`config.mk`:
```
export PLATFORM = sky130hd
export DESIGN_NAME = truth_table_sequencer
export DESIGN_NICKNAME = d
export VERILOG_FILES = /design/src/rtl/truth_table_sequencer.sv
export SDC_FILE = /design/constraint.sdc
export NUM_CORES = 1
export LEC_CHECK = 0
export ABC_AREA = 1
export CAP_MARGIN = 20
export CORE_UTILIZATION = 49
export CTS_BUF_LIST = sky130_fd_sc_hd__clkbuf_4 sky130_fd_sc_hd__clkbuf_8 sky130_fd_sc_hd__clkbuf_16
export DETAILED_ROUTE_END_ITERATION = 10
export GPL_TIMING_DRIVEN = 0
export HOLD_SLACK_MARGIN = 0.06
export PLACE_DENSITY = 0.74
export SYNTH_ARGS = -nofsm -noshare
export SYNTH_HDL_FRONTEND = slang
export SYNTH_SLANG_ARGS = --single-unit
```
`constraint.sdc`:
```
create_clock -name clk -period 2.8 [get_ports clk]
set_clock_uncertainty 0.2 [all_clocks]
set_input_delay 0.7 -clock clk [delete_from_list [all_inputs] [get_ports clk]]
set_output_delay 0.7 -clock clk [all_outputs]
set_load 0.02 [all_outputs]
```
`src/rtl/truth_table_sequencer.sv`:
```
// Exhaustive 3-input truth-table checker: steps {A,B,C} through 000..111, lets the
// unit under test settle, samples its F output and records per-vector mismatches.
module truth_table_sequencer #(
  parameter logic [7:0]  EXPECTED = 8'b1110_1000,
  parameter int unsigned SETTLE   = 2
) (
  input  logic       clk,
  input  logic       rst_n,
  input  logic       start,
  input  logic       f_in,
  output logic       a_out,
  output logic       b_out,
  output logic       c_out,
  output logic       busy,
  output logic       done,
  output logic       pass,
  output logic [3:0] fail_count,
  output logic [7:0] fail_mask
);

  typedef enum logic [1:0] {
    S_IDLE,
    S_SETTLE,
    S_SAMPLE,
    S_DONE
  } state_t;

  localparam logic [3:0] SETTLE_LAST = 4'(SETTLE - 1);

  state_t     r_state;
  logic [2:0] r_idx;
  logic [3:0] r_settle_cnt;
  logic [2:0] r_abc;
  logic       r_busy;
  logic       r_done;
  logic       r_pass;
  logic [3:0] r_fail_count;
  logic [7:0] r_fail_mask;

  state_t     w_state;
  logic [2:0] w_idx;
  logic [3:0] w_settle_cnt;
  logic [2:0] w_abc;
  logic       w_busy;
  logic       w_done;
  logic       w_pass;
  logic [3:0] w_fail_count;
  logic [7:0] w_fail_mask;
  logic       w_mismatch;

  assign w_mismatch = (f_in != EXPECTED[r_idx]);

  always_comb begin
    // NOTE: every signal gets a default before the case so no path leaves it
    // unassigned; otherwise synthesis would infer a latch.
    w_state      = r_state;
    w_idx        = r_idx;
    w_settle_cnt = r_settle_cnt;
    w_fail_count = r_fail_count;
    w_fail_mask  = r_fail_mask;

    unique case (r_state)
      S_IDLE, S_DONE: begin
        if (start) begin
          w_state      = S_SETTLE;
          w_idx        = 3'd0;
          w_settle_cnt = 4'd0;
          w_fail_count = 4'd0;
          w_fail_mask  = 8'h00;
        end
      end
      S_SETTLE: begin
        if (r_settle_cnt == SETTLE_LAST) begin
          w_state = S_SAMPLE;
        end else begin
          w_settle_cnt = r_settle_cnt + 4'd1;
        end
      end
      S_SAMPLE: begin
        // At most one increment per vector, so the count cannot pass 8.
        if (w_mismatch) begin
          w_fail_mask[r_idx] = 1'b1;
          w_fail_count       = r_fail_count + 4'd1;
        end
        if (r_idx == 3'd7) begin
          w_state = S_DONE;
        end else begin
          w_idx        = r_idx + 3'd1;
          w_settle_cnt = 4'd0;
          w_state      = S_SETTLE;
        end
      end
      default: w_state = S_IDLE;
    endcase

    // Outputs are decoded from the state being entered and then registered,
    // so they line up with the state and never see start/f_in combinationally.
    w_busy = (w_state == S_SETTLE) || (w_state == S_SAMPLE);
    w_done = (w_state == S_DONE);
    w_pass = w_done && (w_fail_count == 4'd0);
    w_abc  = w_busy ? w_idx : 3'b000;
  end

  always_ff @(posedge clk) begin
    // NOTE: sequential state uses non-blocking assignments so every register
    // samples the pre-edge values regardless of statement order.
    if (!rst_n) begin
      r_state      <= S_IDLE;
      r_idx        <= 3'd0;
      r_settle_cnt <= 4'd0;
      r_abc        <= 3'b000;
      r_busy       <= 1'b0;
      r_done       <= 1'b0;
      r_pass       <= 1'b0;
      r_fail_count <= 4'd0;
      r_fail_mask  <= 8'h00;
    end else begin
      r_state      <= w_state;
      r_idx        <= w_idx;
      r_settle_cnt <= w_settle_cnt;
      r_abc        <= w_abc;
      r_busy       <= w_busy;
      r_done       <= w_done;
      r_pass       <= w_pass;
      r_fail_count <= w_fail_count;
      r_fail_mask  <= w_fail_mask;
    end
  end

  assign {a_out, b_out, c_out} = r_abc;
  assign busy       = r_busy;
  assign done       = r_done;
  assign pass       = r_pass;
  assign fail_count = r_fail_count;
  assign fail_mask  = r_fail_mask;

endmodule

```
==> impl_summary.log <==
[metrics] total congestion overflow: 0
[metrics] fraction of synthesized cell area taken by the top area cell type: 40.1%
[metrics] total number of cells along the worst setup path: 1
[metrics] Max Fanout on Critical Path: 6
[metrics] worst path required time: 1.90 ns
[metrics] leakage: ~0.80 nW
[metrics] fin area: 1700 um2
[metrics] number of DRC markers in iteration 0: 50
[metrics] depth of the most critical reg-to-reg path: 11
[metrics] top cell family by delay on the critical path: buffers and inverters
[metrics] arrival time at the worst endpoint: 1.41 ns
[metrics] RePlAce Congestion: between 0.7 and 0.8
[metrics] total design power: 0.858 mW
[metrics] number of antenna violations at the first check in global routing: 0
[metrics] Power per Cell Area: 505 nW/um2
[metrics] count of state elements after synthesis: 28
[metrics] maximum number of pins on one net before global-route repair: 17
[metrics] total iterations of the first detailed-routing run: 4
[metrics] routed wire length: 2.59 mm
[metrics] DR WL/cell: 9.77 um
[metrics] cell type with the largest total area after synthesis: dfxtp_1
[metrics] endpoint type of the worst setup path: output port
[metrics] Crit. Startpoint: fail_count[2]
[metrics] residual DRC count: 0
[metrics] count of flip-flops with a built-in enable after synthesis: 0
[metrics] worst rel slew slack: 78.2%
[metrics] clock network fraction of total power: 31.3%
[metrics] post-synth cell types: 18
[metrics] clock buffers created by TritonCTS: 3
[metrics] number of violations of the max-capacitance limit: 0
[metrics] Worst Hold Path Cells: 2
[metrics] total setup buffers inserted after CTS: 0
[metrics] Via-to-Cell Ratio: 4.70
[metrics] post-route minimum period: roughly 2.3 ns
[metrics] I/O pin count: 22
[metrics] cell count after placement: 261
[metrics] gr usage total: 18.0%
[metrics] Vias: approximately 1.2k
[metrics] number of sinks on the clock net: 28
[metrics] post-place instance area: 1650 um2
[metrics] Clk Tree Root Cell: clkbuf_4
[metrics] worst-skew pair later-pin latency: roughly 0.33 ns
[metrics] effective utilization at floorplan: 51.2%
[metrics] hold buffer count at cts: 0
[metrics] Std-Cell Rows: 19
[metrics] storage element area: 561 um2
[metrics] hold_sp: fail_mask[2]
[metrics] share of layout cells above drive strength 1: ~7.3%
[metrics] die height: approximately 55 um
[metrics] CTS max path bufs: 2
[metrics] count of buffers inserted at the top-level ports: 21
[metrics] first-pass GRT wire length: roughly 4.5 mm
[metrics] critical path buffer and inverter count: 1
[metrics] average cell area after synthesis: 6.69 um2
[metrics] ANT cells: 0
[metrics] TritonCTS clock tree: built
[metrics] worst path cell trace: clkdlybuf4s50_1
[metrics] Post-synth ARST share: 0%
[metrics] outcome: finished clean
[metrics] Hold Slack: 0.258 ns
[metrics] Hold Crit Class: flip-flop to flip-flop
[metrics] share of synthesized area occupied by flip-flops and latches: 40.1%
[metrics] Internal Dissipation: 0.615 mW
[metrics] RSZ-0062 raised after global routing: false
[metrics] post-synthesis net count: 220
[metrics] commonest cells in the synthesized netlist: nand2_1, inv_1, dfxtp_1
[metrics] maximum VDD drop: 0.399 mV
[metrics] ys flop type: dfxtp_1
[metrics] r2r startpoint: r_state[0]
[metrics] Final Slew Violations: 0
[metrics] total setup violations reported at the end of the flow: 0
[metrics] number of cells upsized or downsized after cts: 0
[metrics] multi-input logic area: 681 um2
[metrics] synth warn: 0
[metrics] Net Switching: around 0.24 mW
[metrics] area of the die: 3070 um2
[metrics] category of the worst setup path launch point: flip-flop
[metrics] post-synthesis instance area: 1400 um2
[metrics] H-tree depth reported by CTS: 1
[metrics] ranking of synthesized cells by area: dfxtp_1, nand2_1, inv_1, nor2_1, ha_1
[metrics] Final TNS setup: 0 ns
[metrics] Placeable Area: 2730 um2
[metrics] non-filler cells in the finished layout: 265
[metrics] Largest stage delay, worst path: 0.63 ns
[metrics] chip width: 55.4 um
[metrics] Net count, final: 246
[metrics] number of hold violations in the final report: 0
[metrics] fraction of power consumed by combinational cells: about a fifth
[metrics] Clk pin slew, worst setup/hold paths: 0.15 ns
[metrics] placed wire-length estimate: 1.93 mm
[metrics] Post-DRT Antenna Nets: 0
[metrics] number of instances in the synthesized netlist: 209
[metrics] transition time at the pin with the least slew margin: 0.326 ns
[metrics] number of filler instances in the final layout: 252
[metrics] critical-path cell with the highest stage delay: clkdlybuf4s50_1
[metrics] post-route clock period utilization: between 80% and 90%
[metrics] via count of the first global-routing pass: between 1k and 1.5k
[metrics] register share of total power: 49.1%
[metrics] start-to-end type of the worst setup path: flip-flop to output port
[metrics] highest achievable clock rate: 434 MHz
[metrics] area overhead of the layout relative to synthesis: 21.6%
[metrics] most frequently used cell type in the post-synthesis netlist: nand2_1
[metrics] switching share of power: 28.3%
[power groups by stage]
stage	logic, mW	registers (mW)	clock network [mW]
final	0.169	0.421	0.268
after global routing	0.189	0.424	0.291
after CTS	0.169	0.421	0.274
after detailed placement	0.167	0.429	0
after global placement	0.167	0.429	0
after floorplan	0.116	0.436	0
[metal layers]
metal	wire length, um	track usage, %	up-vias
met5	0	0	-
met4	42	7.50	0
met3	68	2.11	5
met2	1170	29.8	21
met1	1310	23.8	536
li1	-	-	683
[cell usage in the layout, fill, tap and decap left out, drive strengths merged, types with 3 or more instances in the layout]
cell type      count
nand3             15
clkbuf             3
a21oi             14
clkdlybuf4s50     21
ha                 7
dfxtp             28
o21ai              4
inv               41
nand2             66
nor2              29
[cell families after synthesis]
logic type / after synthesis / synth area share, %
AND/OR/NAND/NOR: 112 / 34.6
buffers and inverters: 42 / 11.3
AO/OA/AOI/OAI: 20 / 7.78
flip-flops: 28 / 40.1
adder cells (fa/ha/maj): 7 / 6.26
[final cells by class]
class	count	share of cell area (%)
multi-input combinational	139	40.0
sequential	28	33.0
timing repair buffer	21	12.4
inverter	42	9.27
tap	31	2.28
clock inverter	1	1.77
clock buffer	3	1.32
[state kept, by name, indices dropped and copies added, names as in the netlist, named ones only]
name,cells
busy,1
done,1
fail_count,4
fail_mask,8
pass,1
r_abc,3
r_idx,3
r_settle_cnt,4
r_state,2
[metrics by stage]
| step | utilization [%] | setup slack (ns) |
|---|---|---|
| final | 62.2 | 0.495 |
| after global routing | 62.2 | 0.366 |
| after CTS | 62.2 | 0.483 |
| after detailed placement | 60.3 | 0.183 |
| after global placement | 60.3 | 0.162 |
| after floorplan | - | 0.864 |
[worst paths after layout]
path	slack, ns	endpoint
worst max-delay path	0.49	fail_count[2]
worst min-delay path	0.26	fail_mask[2]
worst max register to register	0.61	r_abc[2]
worst min register to register	0.26	fail_mask[2]
(Power assumes the default switching activity.)
